==> src/rtl/imm_decode_pkg.sv <==
// Shared format codes and RISC-V major opcodes for the immediate decode pipeline.
package imm_decode_pkg;

   typedef enum logic [2:0] {
      FMT_R     = 3'd0,
      FMT_I     = 3'd1,
      FMT_S     = 3'd2,
      FMT_B     = 3'd3,
      FMT_U     = 3'd4,
      FMT_J     = 3'd5,
      FMT_SHIFT = 3'd6
   } fmt_e;

   localparam logic [6:0] OP_LOAD     = 7'h03;
   localparam logic [6:0] OP_MISC_MEM = 7'h0F;
   localparam logic [6:0] OP_IMM      = 7'h13;
   localparam logic [6:0] OP_AUIPC    = 7'h17;
   localparam logic [6:0] OP_STORE    = 7'h23;
   localparam logic [6:0] OP_REG      = 7'h33;
   localparam logic [6:0] OP_LUI      = 7'h37;
   localparam logic [6:0] OP_BRANCH   = 7'h63;
   localparam logic [6:0] OP_JALR     = 7'h67;
   localparam logic [6:0] OP_JAL      = 7'h6F;
   localparam logic [6:0] OP_SYSTEM   = 7'h73;

endpackage

==> src/rtl/imm_decode_pipe_if.sv <==
// Valid/ready bundle from the instruction register, through the decoder, to the operand mux.
// master = the surrounding core side, slave = the decoder.
interface imm_decode_pipe_if #(parameter int XLEN = 32);
   import imm_decode_pkg::*;

   logic            in_valid;
   logic            in_ready;
   logic [31:0]     in_instr;
   logic            out_valid;
   logic            out_ready;
   logic [31:0]     out_instr;
   fmt_e            out_fmt;
   logic [XLEN-1:0] out_imm;
   logic            out_illegal;

   modport master (
      output in_valid, in_instr, out_ready,
      input  in_ready, out_valid, out_instr, out_fmt, out_imm, out_illegal
   );

   modport slave (
      input  in_valid, in_instr, out_ready,
      output in_ready, out_valid, out_instr, out_fmt, out_imm, out_illegal
   );

endinterface

==> src/rtl/imm_extract.sv <==
// Combinational immediate extraction for an already-classified instruction; sign extension
// always comes from instr[31], shift amounts are zero-extended (6 bits wide at XLEN = 64).
module imm_extract
   import imm_decode_pkg::*;
#(
   parameter int XLEN = 32
) (
   input  fmt_e            fmt,
   input  logic [31:0]     instr,
   output logic [XLEN-1:0] imm
);

   logic [5:0] shamt;
   logic       unused_opcode;

   assign shamt         = (XLEN == 64) ? instr[25:20] : {1'b0, instr[24:20]};
   assign unused_opcode = ^instr[6:0];

   always_comb begin
      imm = '0;
      case (fmt)
         FMT_I:     imm = XLEN'($signed(instr[31:20]));
         FMT_S:     imm = XLEN'($signed({instr[31:25], instr[11:7]}));
         FMT_B:     imm = XLEN'($signed({instr[31], instr[7], instr[30:25], instr[11:8], 1'b0}));
         FMT_J:     imm = XLEN'($signed({instr[31], instr[19:12], instr[20], instr[30:21], 1'b0}));
         FMT_U:     imm = XLEN'($signed({instr[31:12], 12'b0}));
         FMT_SHIFT: imm = XLEN'(shamt);
         default:   imm = '0;
      endcase
   end

endmodule

==> src/rtl/imm_decode_pipe.sv <==
// Two-stage immediate decoder: stage 1 classifies the opcode, stage 2 holds the extended immediate.
// Stalls hold both stages; IMM_DECODE_ILLEGAL_EN enables out_illegal for unknown opcodes.
module imm_decode_pipe
   import imm_decode_pkg::*;
#(
   parameter int XLEN = 32
) (
   input  logic              clk,
   input  logic              rst,
   input  logic              flush,
   imm_decode_pipe_if.slave  bus
);

   logic            adv1;
   logic            adv2;
   fmt_e            dec_fmt;
   logic            dec_unknown;
   logic            dec_illegal;
   logic [2:0]      funct3;

   logic            s1_valid;
   logic [31:0]     s1_instr;
   fmt_e            s1_fmt;
   logic            s1_illegal;
   logic [XLEN-1:0] s1_imm;

   logic            s2_valid;
   logic [31:0]     s2_instr;
   fmt_e            s2_fmt;
   logic [XLEN-1:0] s2_imm;
   logic            s2_illegal;

   assign adv2         = !s2_valid || bus.out_ready;
   assign adv1         = !s1_valid || adv2;
   assign bus.in_ready = adv1 && !flush && !rst;
   assign funct3       = bus.in_instr[14:12];

   always_comb begin
      dec_fmt     = FMT_R;
      dec_unknown = 1'b0;
      case (bus.in_instr[6:0])
         OP_LOAD, OP_MISC_MEM, OP_JALR, OP_SYSTEM: dec_fmt = FMT_I;
         OP_IMM:    dec_fmt = (funct3 == 3'b001 || funct3 == 3'b101) ? FMT_SHIFT : FMT_I;
         OP_AUIPC, OP_LUI: dec_fmt = FMT_U;
         OP_STORE:  dec_fmt = FMT_S;
         OP_REG:    dec_fmt = FMT_R;
         OP_BRANCH: dec_fmt = FMT_B;
         OP_JAL:    dec_fmt = FMT_J;
         default:   dec_unknown = 1'b1;
      endcase
   end

   // Every listed opcode ends in 2'b11, so the opcode match also covers instr[1:0].
`ifdef IMM_DECODE_ILLEGAL_EN
   assign dec_illegal = dec_unknown;
`else
   logic unused_unknown;
   assign unused_unknown = dec_unknown;
   assign dec_illegal    = 1'b0;
`endif

   always_ff @(posedge clk) begin
      if (rst) begin
         s1_valid   <= 1'b0;
         s1_instr   <= '0;
         s1_fmt     <= FMT_R;
         s1_illegal <= 1'b0;
      end else if (flush) begin
         s1_valid   <= 1'b0;
      end else if (adv1) begin
         s1_valid <= bus.in_valid;
         if (bus.in_valid) begin
            s1_instr   <= bus.in_instr;
            s1_fmt     <= dec_fmt;
            s1_illegal <= dec_illegal;
         end
      end
   end

   imm_extract #(.XLEN(XLEN)) u_extract (
      .fmt   (s1_fmt),
      .instr (s1_instr),
      .imm   (s1_imm)
   );

   always_ff @(posedge clk) begin
      if (rst) begin
         s2_valid   <= 1'b0;
         s2_instr   <= '0;
         s2_fmt     <= FMT_R;
         s2_imm     <= '0;
         s2_illegal <= 1'b0;
      end else if (flush) begin
         s2_valid   <= 1'b0;
      end else if (adv2) begin
         s2_valid <= s1_valid;
         if (s1_valid) begin
            s2_instr   <= s1_instr;
            s2_fmt     <= s1_fmt;
            s2_imm     <= s1_imm;
            s2_illegal <= s1_illegal;
         end
      end
   end

   assign bus.out_valid   = s2_valid;
   assign bus.out_instr   = s2_instr;
   assign bus.out_fmt     = s2_fmt;
   assign bus.out_imm     = s2_imm;
   assign bus.out_illegal = s2_illegal;

endmodule

==> src/flat_wrapper.sv <==
// flat-port wrapper written by rule: the top's interface ports become plain ports
module imm_decode_pipe_flat import imm_decode_pkg::*;
#(
   parameter int XLEN = 32
)
  (clk, rst, flush, bus_in_valid, bus_in_instr, bus_out_ready, bus_in_ready, bus_out_valid, bus_out_instr, bus_out_fmt, bus_out_imm, bus_out_illegal);
  imm_decode_pipe_if #(.XLEN(XLEN)) bus_i ();
  input  logic clk;
  input  logic rst;
  input  logic flush;
  input wire logic [$bits(bus_i.in_valid)-1:0] bus_in_valid;
  input wire logic [$bits(bus_i.in_instr)-1:0] bus_in_instr;
  input wire logic [$bits(bus_i.out_ready)-1:0] bus_out_ready;
  output wire logic [$bits(bus_i.in_ready)-1:0] bus_in_ready;
  output wire logic [$bits(bus_i.out_valid)-1:0] bus_out_valid;
  output wire logic [$bits(bus_i.out_instr)-1:0] bus_out_instr;
  output wire logic [$bits(bus_i.out_fmt)-1:0] bus_out_fmt;
  output wire logic [$bits(bus_i.out_imm)-1:0] bus_out_imm;
  output wire logic [$bits(bus_i.out_illegal)-1:0] bus_out_illegal;
  assign bus_i.in_valid = bus_in_valid;
  assign bus_i.in_instr = bus_in_instr;
  assign bus_i.out_ready = bus_out_ready;
  assign bus_in_ready = bus_i.in_ready;
  assign bus_out_valid = bus_i.out_valid;
  assign bus_out_instr = bus_i.out_instr;
  assign bus_out_fmt = bus_i.out_fmt;
  assign bus_out_imm = bus_i.out_imm;
  assign bus_out_illegal = bus_i.out_illegal;
  imm_decode_pipe #(.XLEN(XLEN)) u_core (.clk(clk), .rst(rst), .flush(flush), .bus(bus_i));
endmodule
==> config.mk <==
export PLATFORM = sky130hd
export DESIGN_NAME = imm_decode_pipe_flat
export DESIGN_NICKNAME = d
export VERILOG_FILES = /design/src/rtl/imm_decode_pkg.sv /design/src/rtl/imm_decode_pipe_if.sv /design/src/rtl/imm_extract.sv /design/src/rtl/imm_decode_pipe.sv /design/src/flat_wrapper.sv
export SDC_FILE = /design/constraint.sdc
export NUM_CORES = 1
export LEC_CHECK = 0
export ABC_AREA = 0
export CORE_UTILIZATION = 40
export DETAILED_ROUTE_END_ITERATION = 7
export PLACE_DENSITY = 0.65
export SETUP_SLACK_MARGIN = 0.5
export SLEW_MARGIN = 10
export SYNTH_ARGS = -nofsm -noshare
export SYNTH_HDL_FRONTEND = slang
export SYNTH_SLANG_ARGS = --single-unit
==> constraint.sdc <==
create_clock -name clk -period 1.7 [get_ports clk]
set_input_delay 0.34 -clock clk [delete_from_list [all_inputs] [get_ports clk]]
set_output_delay 0.34 -clock clk [all_outputs]
set_load 0.01 [all_outputs]
==> summary.md <==
| Metric | Value |
|---|---|
| Clock Sink Count | 104 |
| Dpl hpwl | ~7500 µm |
| Clk_skew | 0.0125 ns |
| Worst-skew pair later-pin latency | 0.36 ns |
| Router iterations before antenna repair | 4 |
| Setup-failing EPs final | 0 |
| CP bufs+invs | 5 |
| Predominant post-synthesis flop cell | dfxtp_1 |
| # hold bufs at CTS | 0 |
| RSZ-0062 raised after global routing | true |
| Fmax achieved | about 0.63 GHz |
| First-pass GRT wire length | 19700 µm |
| Worst path cell trace | buf_6 > nor2b_4 > buf_12 > nor2_4 > buf_12 > buf_8 > buf_16 > a311oi_1 |
| Die area | 10500 µm² |
| Finished Layout Cells | a little over 800 |
| Vias post-DR | ~4200 |
| Dpl cell area | roughly 5700 µm² |
| Net Switching | roughly 0.0013 W |
| Critical-path top delay cell | dfxtp_2 |
| CP most frequent cell | buf_12 |
| Post-route cell area | roughly 6900 µm² |
| Core area | 9770 µm² |
| Width of the die | 102 µm |
| Clk pwr share | between 30% and 40% |
| Startpoint Class | register |
| DR WL/cell | 16.0 µm |
| CP top delay family | buffers and inverters |
| Synth cell types | 43 |
| CP max FO | 6 |
| Initial Utilization | 41.2% |
| Grt total ovfl | 0 |
| Final Max Tran Viols | 0 |
| Net Sw Frac | between 20% and 30% |
| Post-route ant nets | 0 |
| Area of the multi-input gates | 2320 µm² |
| H-tree levels | 3 |
| Final Hold Fails | 0 |
| Int Pwr | 0.00339 W |
| Tot GR Track Use | 24.5% |
| Pin count of the biggest net entering global routing | 106 |
| Post-synthesis net count | 541 |
| Maxcap violations | 0 |
| Pleak | approximately 2.9 nW |
| Vias/cell | 5.23 |
| CTS Buf Count | 9 |
| CP Data Arrival Time | 1.83 ns |
| Gate Count Post-Synth | 504 |
| Nets@finish | 710 |
| Area Growth Syn to Fin | 72.4% |
| Status | finished, final reports clean |
| Root Buffer | clkbuf_8 |
| Hold slack final | 0.436 ns |
| Synth area leader | dfxtp_1 |
| DRC violations left | 0 |
| Flops & latches, synth | 104 |
| Critical path type | reg -> reg |
| Setup TNS | 0 ns |
| Dpl cells | 745 |
| Crit path capture type | register |
| Synth area leaders | dfxtp_1, nand2_1, a21oi_1 |
| Asr flop ratio synth | 0% |
| Avg Cell Area, Syn | 7.99 µm² |
| Vias in the first global route | 3888 |
| Max clock buf depth | 2 |
| Die Ht | 102 µm |
| Antenna violations before repair | 0 |
| Sequential power share | a little under three fifths |
| Fillers | between 700 and 800 |
| Post-synth top area share | 51.7% |
| Antenna diodes | 0 |
| Sequential area share after synthesis | 51.7% |
| Worst hold path type | in -> reg |
| Worst vdd ir | ~0.50 mV |
| Yosys warning count | 0 |
| TritonCTS clock tree | done |
| PwrDens | between 600 and 700 nW/µm² |
| Final wirelength | 12900 µm |
| Reg clk slew, reported paths | 0.10 ns |
| Comb power frac | 13.6% |
| Rows | 36 |
| Post-synthesis cell area | 4030 µm² |
| Period utilization | 92.9% |
| Post-route minimum period | 1.58 ns |
| Critical path required time | 1.95 ns |
| Initial drt markers | 200 |
| Port bufs | 105 |
| CP peak stage delay | 0.35 ns |
| I/O pin count | 107 |
| Post-synth EDFFs | 0 |
| FF/Latch Area | 2190 µm² |
| Ratio of cells with drive above 1 in the final layout | 51.8% |
| RePlAce Congestion | about 0.78 |
==> synth_stat cells, types with 3 or more instances <==
cell type  instances
a211oi_1          11
a21oi_1           83
a221oi_1           5
a22oi_1            6
buf_2             13
clkbuf_1          24
dfxtp_1          104
nand2_1          146
nand2b_1           4
nor2_1            37
nor2b_1            6
nor3_1            22
nor3b_1            3
o21a_1            11
==> timing repair <==
item                       CTS  global route
setup endpoints to repair  171           138
setup buffers               25            13
gates resized for setup    448            82
gates cloned                11             1
pin swaps                   36            34
==> metrics by stage <==
stage / worst slack (ns) / total power, W / utilization (%)
finish: 0.121 / 0.00465 / 71.0
global route: 0.0467 / 0.00482 / 71.0
CTS: 0.194 / 0.00460 / 66.4
detailed placement: -0.383 / 0.00309 / 58.1
global placement: -0.347 / 0.00308 / 58.1
floorplan: 0.258 / 0.00283 / -
==> cells in the final DEF (no fill, tap or decap), types with 6 or more instances in the layout <==
cell	instances
nand2_1	121
a21oi_1	71
dfxtp_2	66
buf_4	48
buf_6	44
buf_2	40
dfxtp_1	31
clkdlybuf4s50_1	29
nor2_4	19
nor3_1	18
buf_12	18
nand2_4	17
nor2_1	14
a21oi_2	12
o21a_1	11
a211oi_2	9
clkbuf_8	9
buf_16	9
nand2_2	8
dfxtp_4	7
a22oi_2	6
==> registers in the layout (all words and copies together) (netlist names) <==
signal,count
u_core.s1_fmt,3
u_core.bus.out_instr,32
u_core.s1_instr,32
u_core.bus.out_imm,32
u_core.bus.out_valid,1
u_core.s1_valid,1
u_core.bus.out_fmt,3
==> worst reg2reg max path, delay by kind of cell, from the launching register on <==
family,cells,cell delay [ns]
simple gates,2,0.26
flops,1,0.35
compound gates,1,0.25
buf+inv,5,0.61
==> power by group through the flow <==
| stage | Combinational, W | Sequential (W) | Clock, W |
|---|---|---|---|
| 6_report | 0.000633 | 0.00257 | 0.00145 |
| 5_1_grt | 0.000677 | 0.00257 | 0.00157 |
| 4_1_cts | 0.000569 | 0.00257 | 0.00147 |
| 3_5_place_dp | 0.000478 | 0.00261 | 0 |
| 3_3_place_gp | 0.000472 | 0.00261 | 0 |
| 2_1_floorplan | 0.000230 | 0.00260 | 0 |
==> area by class of cell <==
type | count | area share (%)
Clock buffer | 10 | 1.84
Clock inverter | 6 | 0.757
Multi-Input combinational cell | 361 | 33.5
Sequential cell | 104 | 31.6
Tap cell | 133 | 2.40
Timing Repair Buffer | 197 | 30.0
==> logic make-up after synthesis <==
logic type	share of synthesized area, %
AOI/OAI and AO/OA	18.8
muxes	0.249
DFF	51.7
buffers and inverters	4.41
other	0.0931
and+or+nand+nor	24.7
==> path summary, 6_finish.rpt <==
check / cells after the start / slack, ns / endpoint / from
max: 8 / 0.12 / u_core.bus.out_imm[11]$_SDFFE_PP0P_ / u_core.bus.out_valid$_SDFFE_PP0P_
min: 3 / 0.44 / u_core.s1_valid$_SDFFE_PP0P_ / flush
max reg2reg: 8 / 0.12 / u_core.bus.out_imm[11]$_SDFFE_PP0P_ / u_core.bus.out_valid$_SDFFE_PP0P_
min reg2reg: 2 / 0.46 / u_core.bus.out_instr[0]$_SDFFE_PP0P_ / u_core.bus.out_instr[0]$_SDFFE_PP0P_
==> per-layer routing <==
layer	global-route usage (%)	routed length [µm]	up-vias
li1	-	-	2044
met1	32.5	5560	2021
met2	40.9	6450	152
met3	3.42	677	21
met4	8.24	254	0
met5	0	0	-
Power figures use the tool's default switching activity.
